### config.mk
export PLATFORM = sky130hd
export DESIGN_NAME = pri_enc_seq
export DESIGN_NICKNAME = d
export VERILOG_FILES = /design/src/rtl/pri_enc_pkg.sv /design/src/rtl/pri_enc_comb.sv /design/src/rtl/pri_enc_seq.sv
export SDC_FILE = /design/constraint.sdc
export NUM_CORES = 1
export LEC_CHECK = 0
export CAP_MARGIN = 5
export CORE_MARGIN = 1.5
export CORE_UTILIZATION = 53
export CTS_BUF_LIST = sky130_fd_sc_hd__clkbuf_8
export DETAILED_ROUTE_END_ITERATION = 8
export PLACE_DENSITY = 0.86
export SLEW_MARGIN = 20
export SYNTH_ARGS = -nofsm -noshare
export SYNTH_HDL_FRONTEND = slang
export SYNTH_HIERARCHICAL = 1
export SYNTH_SLANG_ARGS = --single-unit
### constraint.sdc
create_clock -name clk -period 3.5 [get_ports clk]
set_input_delay 0.525 -clock clk [delete_from_list [all_inputs] [get_ports clk]]
set_output_delay 0.525 -clock clk [all_outputs]
set_load 0.05 [all_outputs]
### src/rtl/pri_enc_pkg.sv
// Shared constants for the registered priority encoder / arbiter.
package pri_enc_pkg;

  // Arbiter FSM state encodings
  localparam logic [0:0] ST_IDLE = 1'b0;
  localparam logic [0:0] ST_HOLD = 1'b1;

  // Arbitration mode select
  localparam logic MODE_FIXED = 1'b0;
  localparam logic MODE_RR    = 1'b1;

  // Increment an index modulo n (n need not be a power of two)
  function automatic int unsigned wrap_inc(input int unsigned v, input int unsigned n);
    return ((v + 32'd1) >= n) ? 32'd0 : (v + 32'd1);
  endfunction

endpackage

### src/rtl/pri_enc_comb.sv
// Combinational N-to-W encoder: fixed (highest index) or rotating-base search.
module pri_enc_comb
  import pri_enc_pkg::*;
#(
  parameter int unsigned N = 8,
  parameter int unsigned W = $clog2(N)
) (
  input  logic [N-1:0] req,
  input  logic [W-1:0] base,
  input  logic         mode,
  output logic [W-1:0] idx,
  output logic [N-1:0] onehot,
  output logic         any,
  output logic         multi
);

  localparam int unsigned CW = $clog2(N + 1);

  logic [CW-1:0] cnt;
  logic [W-1:0]  idx_hi;
  logic          hit_hi;
  logic [W-1:0]  idx_lo;

  // Population count for the multiple-request flag
  always_comb begin
    cnt = '0;
    for (int i = 0; i < N; i++) begin
      cnt = cnt + CW'(req[i]);
    end
  end

  // Lowest set index at or above base, and lowest set index overall (wrap case)
  always_comb begin
    idx_hi = '0;
    hit_hi = 1'b0;
    idx_lo = '0;
    for (int i = N - 1; i >= 0; i--) begin
      if (req[i]) begin
        idx_lo = W'(i);
        if (i >= int'(base)) begin
          idx_hi = W'(i);
          hit_hi = 1'b1;
        end
      end
    end
  end

  // Winner selection and one-hot expansion
  always_comb begin
    idx = '0;
    if (mode == MODE_FIXED) begin
      for (int i = 0; i < N; i++) begin
        if (req[i]) idx = W'(i);
      end
    end else begin
      idx = hit_hi ? idx_hi : idx_lo;
    end
    onehot = any ? (N'(1) << idx) : '0;
  end

  assign any   = |req;
  assign multi = (cnt > CW'(1));

endmodule

### src/rtl/pri_enc_seq.sv
// Registered N-input priority arbiter with fixed/round-robin modes and valid/ack hold.
module pri_enc_seq
  import pri_enc_pkg::*;
#(
  parameter  int unsigned N = 8,
  localparam int unsigned W = $clog2(N)
) (
  input  logic         clk,
  input  logic         rst,
  input  logic [N-1:0] req,
  input  logic         en,
  input  logic         mode,
  input  logic         ack,
  output logic         valid,
  output logic [W-1:0] code,
  output logic [N-1:0] grant,
  output logic         multi
);

  logic [0:0]   state, state_d;
  logic [W-1:0] ptr, ptr_d;
  logic         valid_d;
  logic [W-1:0] code_d;
  logic [N-1:0] grant_d;
  logic         multi_d;

  logic [W-1:0] win_idx;
  logic [N-1:0] win_onehot;
  logic         win_any;
  logic         win_multi;
  logic         take;

  pri_enc_comb #(
    .N (N),
    .W (W)
  ) u_comb (
    .req    (req),
    .base   (ptr),
    .mode   (mode),
    .idx    (win_idx),
    .onehot (win_onehot),
    .any    (win_any),
    .multi  (win_multi)
  );

  // Next state and next output values
  always_comb begin
    state_d = state;
    ptr_d   = ptr;
    valid_d = valid;
    code_d  = code;
    grant_d = grant;
    multi_d = multi;
    take    = 1'b0;

    case (state)
      ST_IDLE: take = en && win_any;
      ST_HOLD: take = ack && en && win_any;
    endcase

    if (take) begin
      state_d = ST_HOLD;
      valid_d = 1'b1;
      code_d  = win_idx;
      grant_d = win_onehot;
      multi_d = win_multi;
      if (mode == MODE_RR) begin
        ptr_d = W'(wrap_inc(32'(win_idx), N));
      end
    end else if ((state == ST_HOLD) && ack) begin
      // Consumer took the grant and nothing new to award
      state_d = ST_IDLE;
      valid_d = 1'b0;
      grant_d = '0;
    end
  end

  // State, pointer and output registers with synchronous reset
  always_ff @(posedge clk) begin
    if (rst) begin
      state <= ST_IDLE;
      ptr   <= '0;
      valid <= 1'b0;
      code  <= '0;
      grant <= '0;
      multi <= 1'b0;
    end else begin
      state <= state_d;
      ptr   <= ptr_d;
      valid <= valid_d;
      code  <= code_d;
      grant <= grant_d;
      multi <= multi_d;
    end
  end

endmodule

==> flow_summary.toml <==
[clock_network]
cts_inserted_buffers = 3
cts_tree = "done"
clock_latency_ns = 0.25
cts.clk_slew.worst_paths_ns = 0.07
h-tree-depth = 1
cts.sinks = 16
cts_root_buf = "clkbuf_8"
cts_buffer_depth = 2

[global_route]
grt-ovfl-total = 0
track_usage = 0.2660
grt_pass1_vias = 1247
grt_pass1_wl_mm = 5.478
antenna_found_initial = 0
grt_max_degree = 19

[worst_setup_path]
start_kind = "primary input"
cp-end-kind = "flip-flop"
worstPathRequired_ns = 3.61
cp.arrival_ns = 3.38
crit_type = "in -> reg"
worstPathMaxFanout = 2

[die]
die_x_um = 52.17
dieArea_um2 = 2721
std_cell_rows = 17
die_h_um = 52.17
pin_count = 26
core-area_um2 = 2255
initial_core_util = 0.5683

[route]
first_pass_iters = 4
vias = 1335
drc = 0
via_per_inst = 5.933
totalWireLength_mm = 3.313
post_drt_wl_per_cell_um = 14.72
ant_nets = 0
dr.first_iter.drc_count = 57

[synthesis]
synth_warnings = 6
ys_seq_area_frac = 0.2500
yosys.area.top_type = "dfxtp_1"
synth_nets = 189
syn_area_um2 = 1281
ys_ff_latch = 16
yosys.area.top_type_share = 0.2500
synth.avg_cell_area_um2 = 7.672
synthCells = 167
yosys-top-cells-area = "dfxtp_1 (25%), nand3_1 (8.6%), a21oi_1 (7.8%)"
ys_types = 42

[outcome]
status = "completed"

[cells_and_area]
area_growth_pct = 28.32
nFillCells = 190
diodes = 0
fin_util = 0.7292
final_cell_count_no_fill = 225
drive_gt1_frac = 0.09645
layout_common_cells = "nand3_1 (22), clkdlybuf4s50_1 (22), a21oi_1 (20)"
fin_nets = 220

[sta]
skew_ns = 0.004016
worstMarginPinSlew_ns = 0.6730
post-route-min-period_ns = 3.265
setup_violations = 0
max-slew-margin-rel = 0.5499
fmax_ghz = 0.3063
rsz0062_at_grt = "no"
final-max-slew-violation-count = 0
period_share = 0.9328
final-hold-violation-count = 0

[power_and_ir_drop]
cellLeakagePower_uw = 0.0006832
peakVddDrop_mv = 0.3879
p_per_area_nw_per_um2 = 362.5

[place]
hpwl_mm = 2.407
gp_congestion = 0.8354
io_buffer_count = 25
dp.cells = 221

[run]
drv_cap = 0

[min_path]
hp-class = "reg -> reg"
-- power breakdown --
part	internal [µW]	switching (µW)	leakage [µW]
Clock	99.8	66.6	0.0000288
Combinational	92.4	132	0.000524
Sequential	194	11.2	0.000131
Total	386	210	0.000683
-- area by class of cell --
class	instances	area [µm²]	share of cell area
Inverter	16	60.06	0.03653
Tap cell	28	35.03	0.02131
Sequential cell	16	320.3	0.1948
Multi-Input combinational cell	130	874.6	0.5320
Timing Repair Buffer	31	299.0	0.1819
Clock buffer	4	55.05	0.03349
-- layer usage --
metal	vias to the layer above	wire length, µm	GRT usage
met3	4	178	0.05747
met4	0	27	0.06838
li1	656	-	-
met2	51	1651	0.4578
met1	624	1457	0.3363
met5	-	0	0
-- path summary, 6_finish.rpt --
check	from	endpoint	slack, ns	cells past startpoint
setup / recovery	req[0]	multi$_SDFFE_PP0P_	0.24	15
setup reg to reg	ptr[2]$_SDFFE_PP0P_	grant[1]$_SDFFE_PP0P_	1.23	8
hold / removal	grant[5]$_SDFFE_PP0P_	grant[5]$_SDFFE_PP0P_	0.47	2
hold reg to reg	grant[5]$_SDFFE_PP0P_	grant[5]$_SDFFE_PP0P_	0.47	2
-- synth_stat cells, drive strengths merged --
master   count
nand3       22
a21oi       20
dfxtp       16
inv         16
nor2        13
o21ai       12
nand2       11
nor2b        9
ha           5
and3         4
buf          4
fa           4
nand2b       3
nand3b       3
a22o         2
mux2i        2
nand4        2
a211oi       1
a21boi       1
a221o        1
a221oi       1
a22oi        1
a2bb2oi      1
a311o        1
a31oi        1
a32oi        1
a41o         1
and2         1
clkbuf       1
mux2         1
o21a         1
o21bai       1
o22a         1
o32ai        1
or2          1
or4          1
-- state kept, by name, indices dropped and copies added (netlist names) --
name	cells
grant	8
code	3
ptr	3
multi	1
state	1
-- metrics by stage --
stage	hold slack [ns]	TNS, ns	cell area [µm²]	total power (µW)	worst slack, ns
2_1_floorplan	0.5191	0	1281	355.4	0.3652
4_1_cts	0.4710	0	1637	593.2	0.03007
6_report	0.4702	0	1644	596.0	0.2352
3_3_place_gp	0.4579	-0.1885	1583	415.5	-0.1885
3_5_place_dp	0.4617	-0.2619	1583	425.7	-0.2619
5_1_grt	0.4962	0	1644	629.0	0.01838
-- cells by family (layout without fill, tap and decap cells) --
family,count (synthesis),after routing,synth area share
AOI/OAI and AO/OA,48,48,0.2500
adders and majority gates,9,9,0.1113
buffers and inverters,21,51,0.06932
DFF,16,16,0.2500
muxes,3,3,0.02734
and+or+nand+nor,70,70,0.2920
-- timing repair --
| action | in CTS | in global routing |
|---|---|---|
| setup buffers | 0 | 0 |
| resized for setup | 1 | 4 |
| setup endpoints to repair | 1 | 1 |
| hold buffers | 0 | 0 |
-- worst max-delay path, cell delays in order --
cell and delay (ns):
dlygate4sd2_1 0.26, fa_1 0.54, inv_1 0.05, fa_1 0.50, fa_1 0.41, inv_1 0.07
ha_1 0.16, inv_1 0.06, fa_2 0.33, nor2_1 0.09, nand2_1 0.06, a21oi_1 0.11
o21ai_1 0.08, nand3_1 0.07, a21oi_1 0.06
(Power assumes the default switching activity.)
